## src/rtl/z_buffer_mem_if.sv

```systemverilog
// Depth-buffer memory handshake bundle between the depth-test initiator
// (master) and the depth-buffer responder (slave).
interface z_buffer_mem_if #(
    parameter int Z_SIZE    = 8,
    parameter int ADDR_SIZE = 32
);
    logic                 buf_r_w;
    logic [ADDR_SIZE-1:0] buf_addr;
    logic [Z_SIZE-1:0]    buf_data_w;
    logic [Z_SIZE-1:0]    buf_data_r;
    logic                 data_r_ready;
    logic                 data_r_valid;
    logic                 data_w_valid;
    logic                 data_w_ready;

    modport master (
        output buf_r_w, buf_addr, buf_data_w, data_r_ready, data_w_valid,
        input  buf_data_r, data_r_valid, data_w_ready
    );

    modport slave (
        input  buf_r_w, buf_addr, buf_data_w, data_r_ready, data_w_valid,
        output buf_data_r, data_r_valid, data_w_ready
    );
endinterface

```

## src/rtl/z_buffer_mem.sv

```systemverilog
// z_buffer_mem: responder side of the depth-buffer memory. Holds
// X_RES*Y_RES depth entries, serves reads (1-cycle latency, held until
// handshake) and writes (acked combinationally in IDLE), provides a
// fast-clear to all-ones and a sticky out-of-range address error.
// Optional: define Z_BUFFER_MEM_STATS_EN to add read/write counters.
module z_buffer_mem #(
    parameter int Z_SIZE    = 8,
    parameter int X_RES     = 4,
    parameter int Y_RES     = 4,
    parameter int DEPTH     = X_RES * Y_RES,
    parameter int IDX_SIZE  = $clog2(DEPTH),
    parameter int ADDR_SIZE = 32
) (
    input  logic                 clk_i,
    input  logic                 rst_ni,
    input  logic [ADDR_SIZE-1:0] buffer_base_address_i,
    input  logic                 clear_i,
    output logic                 busy_o,
    output logic                 addr_err_o,
`ifdef Z_BUFFER_MEM_STATS_EN
    output logic [31:0]          rd_count_o,
    output logic [31:0]          wr_count_o,
`endif
    z_buffer_mem_if.slave        bus
);

    typedef enum logic [1:0] {IDLE, RD_RESP, CLEAR} state_t;

    localparam logic [ADDR_SIZE-1:0] DEPTH_A  = ADDR_SIZE'(DEPTH);
    localparam logic [IDX_SIZE-1:0]  LAST_IDX = IDX_SIZE'(DEPTH - 1);

    state_t                state;
    logic [Z_SIZE-1:0]     mem [DEPTH];
    logic [IDX_SIZE-1:0]   clr_cnt;
    logic [ADDR_SIZE-1:0]  off;
    logic                  in_range;
    logic [IDX_SIZE-1:0]   idx;
    logic                  wr_req;
    logic                  rd_req;
    logic                  mem_we;
    logic [IDX_SIZE-1:0]   mem_waddr;
    logic [Z_SIZE-1:0]     mem_wdata;

    // Address decode: offset from the buffer base and range check.
    always_comb begin
        off      = bus.buf_addr - buffer_base_address_i;
        in_range = (bus.buf_addr >= buffer_base_address_i) && (off < DEPTH_A);
        idx      = off[IDX_SIZE-1:0];
    end

    // Request qualification: clear beats write beats read, only in IDLE.
    assign wr_req = (state == IDLE) && !clear_i && bus.data_w_valid && !bus.buf_r_w;
    assign rd_req = (state == IDLE) && !clear_i && bus.data_r_ready && bus.buf_r_w;
    assign bus.data_w_ready = rst_ni && wr_req;

    // Single array write port shared by the fast-clear sweep and host writes.
    always_comb begin
        // NOTE: every always_comb output gets a default first so no latch is inferred.
        mem_we    = 1'b0;
        mem_waddr = idx;
        mem_wdata = bus.buf_data_w;
        if (rst_ni && state == CLEAR) begin
            mem_we    = 1'b1;
            mem_waddr = clr_cnt;
            mem_wdata = '1;
        end else if (bus.data_w_ready && in_range) begin
            mem_we = 1'b1;
        end
    end

    // Array storage write.
    always_ff @(posedge clk_i) begin
        // NOTE: the array carries no reset so it can map onto block RAM.
        if (mem_we) begin
            mem[mem_waddr] <= mem_wdata;
        end
    end

    // Control FSM with registered read response, busy and error flags.
    always_ff @(posedge clk_i) begin
        // NOTE: sequential state uses non-blocking assignments only.
        if (!rst_ni) begin
            state            <= IDLE;
            bus.data_r_valid <= 1'b0;
            bus.buf_data_r   <= '0;
            busy_o           <= 1'b0;
            addr_err_o       <= 1'b0;
            clr_cnt          <= '0;
        end else begin
            case (state)
                IDLE: begin
                    if (clear_i) begin
                        state      <= CLEAR;
                        busy_o     <= 1'b1;
                        clr_cnt    <= '0;
                        addr_err_o <= 1'b0;
                    end else if (wr_req) begin
                        if (!in_range) addr_err_o <= 1'b1;
                    end else if (rd_req) begin
                        state            <= RD_RESP;
                        bus.data_r_valid <= 1'b1;
                        bus.buf_data_r   <= in_range ? mem[idx] : '1;
                        if (!in_range) addr_err_o <= 1'b1;
                    end
                end
                RD_RESP: begin
                    if (bus.data_r_ready) begin
                        state            <= IDLE;
                        bus.data_r_valid <= 1'b0;
                    end
                end
                CLEAR: begin
                    clr_cnt <= clr_cnt + 1'b1;
                    if (clr_cnt == LAST_IDX) begin
                        state  <= IDLE;
                        busy_o <= 1'b0;
                    end
                end
                default: state <= IDLE;
            endcase
        end
    end

`ifdef Z_BUFFER_MEM_STATS_EN
    // Transaction counters: read handshakes and accepted (incl. dropped) writes.
    always_ff @(posedge clk_i) begin
        if (!rst_ni) begin
            rd_count_o <= '0;
            wr_count_o <= '0;
        end else begin
            if (state == RD_RESP && bus.data_r_valid && bus.data_r_ready) begin
                rd_count_o <= rd_count_o + 32'd1;
            end
            if (bus.data_w_ready) begin
                wr_count_o <= wr_count_o + 32'd1;
            end
        end
    end
`endif

endmodule

```

## src/flat_wrapper.sv

```systemverilog
// flat-port wrapper written by rule: the top's interface ports become plain ports
module z_buffer_mem_flat 
#(
    parameter int Z_SIZE    = 8,
    parameter int X_RES     = 4,
    parameter int Y_RES     = 4,
    parameter int DEPTH     = X_RES * Y_RES,
    parameter int IDX_SIZE  = $clog2(DEPTH),
    parameter int ADDR_SIZE = 32
)
  (clk_i, rst_ni, buffer_base_address_i, clear_i, busy_o, addr_err_o, bus_buf_r_w, bus_buf_addr, bus_buf_data_w, bus_data_r_ready, bus_data_w_valid, bus_buf_data_r, bus_data_r_valid, bus_data_w_ready);
  z_buffer_mem_if #(.Z_SIZE(Z_SIZE), .ADDR_SIZE(ADDR_SIZE)) bus_i ();
  input  logic clk_i;
  input  logic rst_ni;
  input  logic [ADDR_SIZE-1:0] buffer_base_address_i;
  input  logic clear_i;
  output logic busy_o;
  output logic addr_err_o;
  input wire logic [$bits(bus_i.buf_r_w)-1:0] bus_buf_r_w;
  input wire logic [$bits(bus_i.buf_addr)-1:0] bus_buf_addr;
  input wire logic [$bits(bus_i.buf_data_w)-1:0] bus_buf_data_w;
  input wire logic [$bits(bus_i.data_r_ready)-1:0] bus_data_r_ready;
  input wire logic [$bits(bus_i.data_w_valid)-1:0] bus_data_w_valid;
  output wire logic [$bits(bus_i.buf_data_r)-1:0] bus_buf_data_r;
  output wire logic [$bits(bus_i.data_r_valid)-1:0] bus_data_r_valid;
  output wire logic [$bits(bus_i.data_w_ready)-1:0] bus_data_w_ready;
  assign bus_i.buf_r_w = bus_buf_r_w;
  assign bus_i.buf_addr = bus_buf_addr;
  assign bus_i.buf_data_w = bus_buf_data_w;
  assign bus_i.data_r_ready = bus_data_r_ready;
  assign bus_i.data_w_valid = bus_data_w_valid;
  assign bus_buf_data_r = bus_i.buf_data_r;
  assign bus_data_r_valid = bus_i.data_r_valid;
  assign bus_data_w_ready = bus_i.data_w_ready;
  z_buffer_mem #(.Z_SIZE(Z_SIZE), .X_RES(X_RES), .Y_RES(Y_RES), .DEPTH(DEPTH), .IDX_SIZE(IDX_SIZE), .ADDR_SIZE(ADDR_SIZE)) u_core (.clk_i(clk_i), .rst_ni(rst_ni), .buffer_base_address_i(buffer_base_address_i), .clear_i(clear_i), .busy_o(busy_o), .addr_err_o(addr_err_o), .bus(bus_i));
endmodule
```

## config.mk

```make
export PLATFORM = sky130hd
export DESIGN_NAME = z_buffer_mem_flat
export DESIGN_NICKNAME = d
export VERILOG_FILES = /design/src/rtl/z_buffer_mem_if.sv /design/src/rtl/z_buffer_mem.sv /design/src/flat_wrapper.sv
export SDC_FILE = /design/constraint.sdc
export NUM_CORES = 1
export LEC_CHECK = 0
export BUFFER_PORTS_ARGS = -buffer_cell sky130_fd_sc_hd__clkbuf_2
export CAP_MARGIN = 20
export CORE_ASPECT_RATIO = 0.75
export CORE_MARGIN = 3
export CORE_UTILIZATION = 58
export CTS_BUF_LIST = sky130_fd_sc_hd__clkbuf_16
export DETAILED_ROUTE_END_ITERATION = 16
export PLACE_DENSITY = 0.79
export SLEW_MARGIN = 20
export SYNTH_ARGS = -nofsm -noshare
export SYNTH_HDL_FRONTEND = slang
export SYNTH_SLANG_ARGS = --single-unit
```

## constraint.sdc

```tcl
create_clock -name clk_i -period 10.3 [get_ports clk_i]
set_input_delay 2.575 -clock clk_i [delete_from_list [all_inputs] [get_ports clk_i]]
set_output_delay 2.575 -clock clk_i [all_outputs]
set_load 0.01 [all_outputs]
```

==> results of run 1 <==
-- final cells by class --
type                    count  area, um^2
well taps                 171         214
clock inverters            15         150
flip-flops and latches    145        4180
fillers                   927        4100
multi-input cells         451        3640
inverters                  41         154
repair buffers             92         468
clock buffers              17         425
-- synth_stat cells, drive strengths merged (3+ instances only) --
cell / instances / area, um^2
nand3: 9 / 45.0
nand2b: 16 / 100
nand2: 49 / 186
o21ai: 41 / 205
xor2: 8 / 70.1
o221ai: 3 / 26.3
and2: 4 / 25.0
nor3b: 5 / 37.5
or3: 5 / 31.3
a221oi: 3 / 43.8
edfxtp: 128 / 3840
a211oi: 6 / 55.1
inv: 41 / 154
nor4: 3 / 18.8
ha: 33 / 413
o2111ai: 4 / 35.0
and3: 5 / 31.3
clkbuf: 24 / 92.6
dfxtp: 17 / 340
buf: 13 / 76.3
nor2b: 5 / 31.3
mux4: 40 / 901
nor3: 19 / 95.1
nand4: 19 / 159
o31a: 3 / 27.5
a31oi: 4 / 31.3
o21a: 6 / 45.0
a22oi: 5 / 37.5
o211ai: 7 / 52.6
o22ai: 4 / 25.0
a2111oi: 3 / 45.1
xnor2: 5 / 43.8
a21o: 10 / 75.1
nor2: 34 / 128
a21oi: 65 / 337
-- layout by cell type (no fill, tap or decap), types with 5 or more instances in the layout --
cell       count
a21o_1        10
a21oi_1       62
a22oi_1        5
and3_1         5
clkbuf_16     17
clkbuf_2      89
dfxtp_1       17
edfxtp_1     128
ha_1          32
inv_1         41
mux4_2        40
nand2_1       48
nand2b_1      16
nand3_1        9
nand4_1       14
nor2_1        34
nor2b_1        5
nor3_1        19
nor3b_1        5
o211ai_1       7
o21a_1         6
o21ai_0       36
o21ai_1        5
or3_1          5
xnor2_1        5
xor2_1         8
-- power groups by stage --
stage	combinational (mW)	clock, mW	sequential, mW
after floorplan	0.201	0	0.666
after global placement	0.285	0	0.668
after detailed placement	0.289	0	0.668
after CTS	0.293	0.601	0.656
after global routing	0.324	0.627	0.657
final	0.304	0.597	0.656
-- worst max path at each step --
stage | cells after the start | end | start
6_report | 12 | u_core.mem[2][4] | buffer_base_address_i[21]
5_1_grt | 13 | u_core.mem[10][1] | bus_buf_addr[0]
4_1_cts | 12 | u_core.mem[2][5] | bus_buf_addr[0]
3_5_place_dp | 12 | u_core.mem[2][4] | bus_buf_addr[0]
3_3_place_gp | 12 | u_core.mem[2][7] | bus_buf_addr[0]
2_1_floorplan | 12 | u_core.mem[10][0] | bus_buf_addr[0]
-- layer usage --
metal	share of wire [%]	vias to the layer above	global-route usage [%]
met3	17	58	12.3
li1	-	2771	-
met4	2.2	0	7.87
met1	39	3037	46.7
met2	42	560	43.3
met5	0	-	0
-- kinds of logic (layout without fill, tap and decap cells) --
group / after synthesis / count (layout) / share of synthesized area (%)
buffers and inverters: 78 / 165 / 3.97
multiplexers: 43 / 43 / 11.5
AND/OR/NAND/NOR: 180 / 180 / 11.7
adder cells (fa/ha/maj): 34 / 34 / 5.32
flip-flops: 145 / 145 / 51.4
AO/OA/AOI/OAI: 181 / 181 / 14.7
XOR/XNOR: 13 / 13 / 1.40
-- critical path: cells and delay by family --
| kind | cells | cell delay [ps] |
|---|---|---|
| fa+ha+maj | 1 | 480 |
| buf+inv | 2 | 110 |
| simple gates | 4 | 1110 |
| compound gates | 5 | 2320 |
-- registers in the layout (all words and copies together), names as in the netlist --
signal	flops
u_core.mem	128
u_core.bus.buf_data_r	8
u_core.clr_cnt	4
u_core.state	2
u_core.addr_err_o	1
u_core.bus.data_r_valid	1
u_core.busy_o	1
==> metrics.cfg, run 1 <==
[sta]
hold_slack_ps=533
drv_slew=0
finalCriticalPeriod_ps=6560
setup_tns_ps=0
max-slew-margin-rel_pct=18.6
max_freq_mhz=152
finalWorstSetupSlack_ps=3740
period_share_pct=63.7
tightest_slew_ps=1210
rsz0062_at_grt=false
setup_violations=0
skew_ps=8.38
hold_viol=0

[setup_path]
crit_path_cell_trace=clkbuf_2, inv_1, ha_1, a21oi_1, o21ai_0, nor2_1, nor2_1, o211ai_1, a2111oi_0, and4b_2, nand4_2, a21oi_1
r2r-start=u_core.state[1]
worstSetupPathType=primary input to flop
critPathLaunchType=primary input
r2r_cells=4
cp.required_ps=10340
r2r_end=u_core.mem[2][4]
slowest_stage=a21oi_1
cpPeakStageDelay_ps=750
reg2reg_slack_ps=7410
path_max_fanout=9
arrival_ps=6600
cp-end-kind=flop

[clocking]
cts_tree=yes
postCtsResizedCells=0
postCtsSetupBuffers=0
cts_sinks=145
cts-htree-levels=4
clk_pin_slew_ps=70
postCtsHoldBufs=0
clockBufferDepth=2
clk-insertion-delay-late_ps=410
root_buffer=clkbuf_16
numCtsBuffers=17

[hold_path]
min_to=u_core.bus.data_r_valid
hold_depth=1
min_path_type=flop to flop
hold_start=u_core.bus.data_r_valid

[power_and_ir_drop]
power_frac_comb_pct=19.5
p_leak_nw=3.45
p_seq_share_pct=42.1
sw_frac_of_total_pct=28.8
ir_drop_mv=0.132
clockPowerShare_pct=38.3
p_int_mw=1.11
power.total_mw=1.56
pwr_density_cell_nw_per_um2=169
netSwitchingPower_uw=449

[synth]
synth_seq_cells=145
syn-num-nets=786
ys_seq_area_share_pct=51.4
netlist_area_um2=8140
ys_async_sr_fraction_pct=0
ys_types=72
yosys_warnings=0
yosys_most_used_dff=edfxtp_1
synth.avg_cell_area_um2=12.1
synth_edf_count=128
synth_cells=674

[flow_run]
maxCapViolations=0

[final_layout]
finalNonFillerCells=932
area_delta_synth_final_pct=13.5
fin_util_pct=69.3
stdcell_area_um2=9240
antenna_cells=0
nets=860
drive_above_1_share_pct=24.6

[global_routing]
antenna_found_initial=0
track_usage_pct=31.4
grt_start_max_net_pins=38
grt_pass1_vias=5983
overflow=0
grt_pass1_wl_mm=35.5

[placed_design]
place_ws_ps=3480
hpwlAfterDp_mm=17.0
dp_cells=900
finalWeightedCongestion=1.06
post_dp_cell_area_um2=8650
io_buffers=89

[floorplan]
die_x_um=143
num_io_pins=90
rows=36
die_area_um2=15500
initial_core_util_pct=61.0
core_area_um2=13300
die_h_um=109

[route]
drc_errors=0
drt_iter0_drc=1126
via_per_inst=6.89
ant_nets=0
vias=6426
wl_mm=23.5
wl_per_cell_um=25.3
drt_pass1_iterations=8

[run_status]
run_status=complete, no violations

Power figures use the tool's default switching activity.
==> run 2, diff against run 1 <==
- clock period: 10.3 -> 6.3 ns (I/O delays scaled with it)
==> run 2 against run 1 <==
- largest power group unchanged
- critical path type unchanged
- clock-buffer cell count is the same
- hold slack is essentially flat
- cell area grew 0.47%
==> metrics.cfg, run 2 (same netlist as run 1, synthesis figures left out) <==
[run_status]
run_status=complete, no violations

[clocking]
postCtsHoldBufs=0  ; unchanged
cts_sinks=145  ; unchanged
clockBufferDepth=2  ; unchanged
clk-insertion-delay-late_ps=420  ; about the same
clk_pin_slew_ps=60  ; about the same
postCtsSetupBuffers=0  ; unchanged
cts_tree=yes
root_buffer=clkbuf_16
postCtsResizedCells=0  ; unchanged
cts-htree-levels=4  ; unchanged
numCtsBuffers=17  ; unchanged

[route]
drt_iter0_drc=855  ; -24%
vias=6408  ; -0.28%
ant_nets=0  ; unchanged
drt_pass1_iterations=5  ; -3
drc_errors=0  ; unchanged
via_per_inst=6.87  ; -0.39%
wl_mm=22.5  ; -4.2%
wl_per_cell_um=24.2  ; -4.4%

[global_routing]
grt_pass1_wl_mm=34.3  ; -3.4%
antenna_found_initial=1  ; +1
grt_start_max_net_pins=37  ; -2.6%
track_usage_pct=30.1  ; -1.3 points
grt_pass1_vias=5953  ; -0.50%
overflow=0  ; unchanged

[floorplan]
core_area_um2=13300  ; unchanged
die_h_um=109  ; unchanged
num_io_pins=90  ; unchanged
die_x_um=143  ; unchanged
initial_core_util_pct=61.0  ; unchanged
die_area_um2=15500  ; unchanged
rows=36  ; unchanged

[setup_path]
critPathLaunchType=primary input
cp-end-kind=flop
arrival_ps=5660  ; -940 ps
path_max_fanout=9  ; unchanged
cp.required_ps=6340  ; -4000 ps
worstSetupPathType=primary input to flop

[placed_design]
finalWeightedCongestion=1.02  ; -3.5%
io_buffers=89  ; unchanged
hpwlAfterDp_mm=16.3  ; -3.8%

[final_layout]
largest_reg_flops=128  ; unchanged
drive_above_1_share_pct=24.3  ; -0.29 points
antenna_cells=0  ; unchanged
reg_top3=u_core.mem (128), u_core.bus.buf_data_r (8), u_core.clr_cnt (4)
top_register=u_core.mem
area_delta_synth_final_pct=14.1
final_cell_mix=edfxtp_1, clkbuf_2, a21oi_1
nets=862  ; +0.23%
fin_util_pct=69.6  ; +0.33 points
final_common_cell=edfxtp_1

[sta]
max-slew-margin-rel_pct=30.8  ; +12 points
hold_viol=0  ; unchanged
drv_slew=0  ; unchanged
period_share_pct=89.3
max_freq_mhz=178
setup_violations=0  ; unchanged
setup_tns_ps=0  ; unchanged
rsz0062_at_grt=false
hold_slack_ps=533  ; -0.132 ps
skew_ps=8.52  ; +0.143 ps
tightest_slew_ps=1040  ; -169 ps
finalCriticalPeriod_ps=5620

[flow_run]
maxCapViolations=0  ; unchanged

[hold_path]
min_path_type=flop to flop

[power_and_ir_drop]
pwr_density_cell_nw_per_um2=282  ; +67%
p_leak_nw=3.47  ; +0.58%
ir_drop_mv=0.250  ; +89%

[run 2: worst paths after layout]
check	end	startpoint	slack [ps]	depth (start not counted)
worst max-delay path	u_core.mem[4][0]	buffer_base_address_i[14]	680	12
worst min-delay path	u_core.bus.data_r_valid	u_core.bus.data_r_valid	530	1
worst max register to register	u_core.mem[4][0]	u_core.state[1]	3270	4
worst min register to register	u_core.bus.data_r_valid	u_core.bus.data_r_valid	530	1
[run 2: cell type report]
type | count | area [um^2]
inverter | 41 | 154
tap | 171 | 214
fill | 927 | 4050
clock inverter | 14 | 189
timing repair buffer | 94 | 483
clock buffer | 17 | 425
sequential | 145 | 4180
multi-input combinational | 451 | 3630
[run 2: where the power goes]
group          internal [mW]  total (mW)  switching [mW]
Clock                  0.659        1.05           0.390
Combinational          0.193       0.492           0.299
Sequential              1.06        1.07         0.00850
[run 2: worst max-delay path, stage by stage]
cell	delay [ps]
clkbuf_2	70
inv_1	30
ha_1	500
nand4_1	430
nor4_1	720
o211ai_1	280
nand3_1	190
xor2_1	80
a2111oi_0	370
and4b_2	390
nand4_4	160
a21oi_1	850
[run 2: routing by layer]
layer  track usage, %  wire (um)  vias up
met1             46.0       9520     3035
met2             40.0       9170      533
met3             11.4       3380       60
met5                0         13        -
li1                 -          -     2778
met4             8.41        452        2
[run 2: through the flow]
stage | setup slack (ps) | cells | cell area (um^2) | total power, mW
after global routing | 549 | 933 | 9280 | 2.70
after CTS | 994 | 933 | 9280 | 2.61
final | 675 | 933 | 9280 | 2.61
after detailed placement | 548 | 902 | 8670 | 1.57
after global placement | 606 | 902 | 8670 | 1.56
after floorplan | 1560 | 674 | 8140 | 1.42
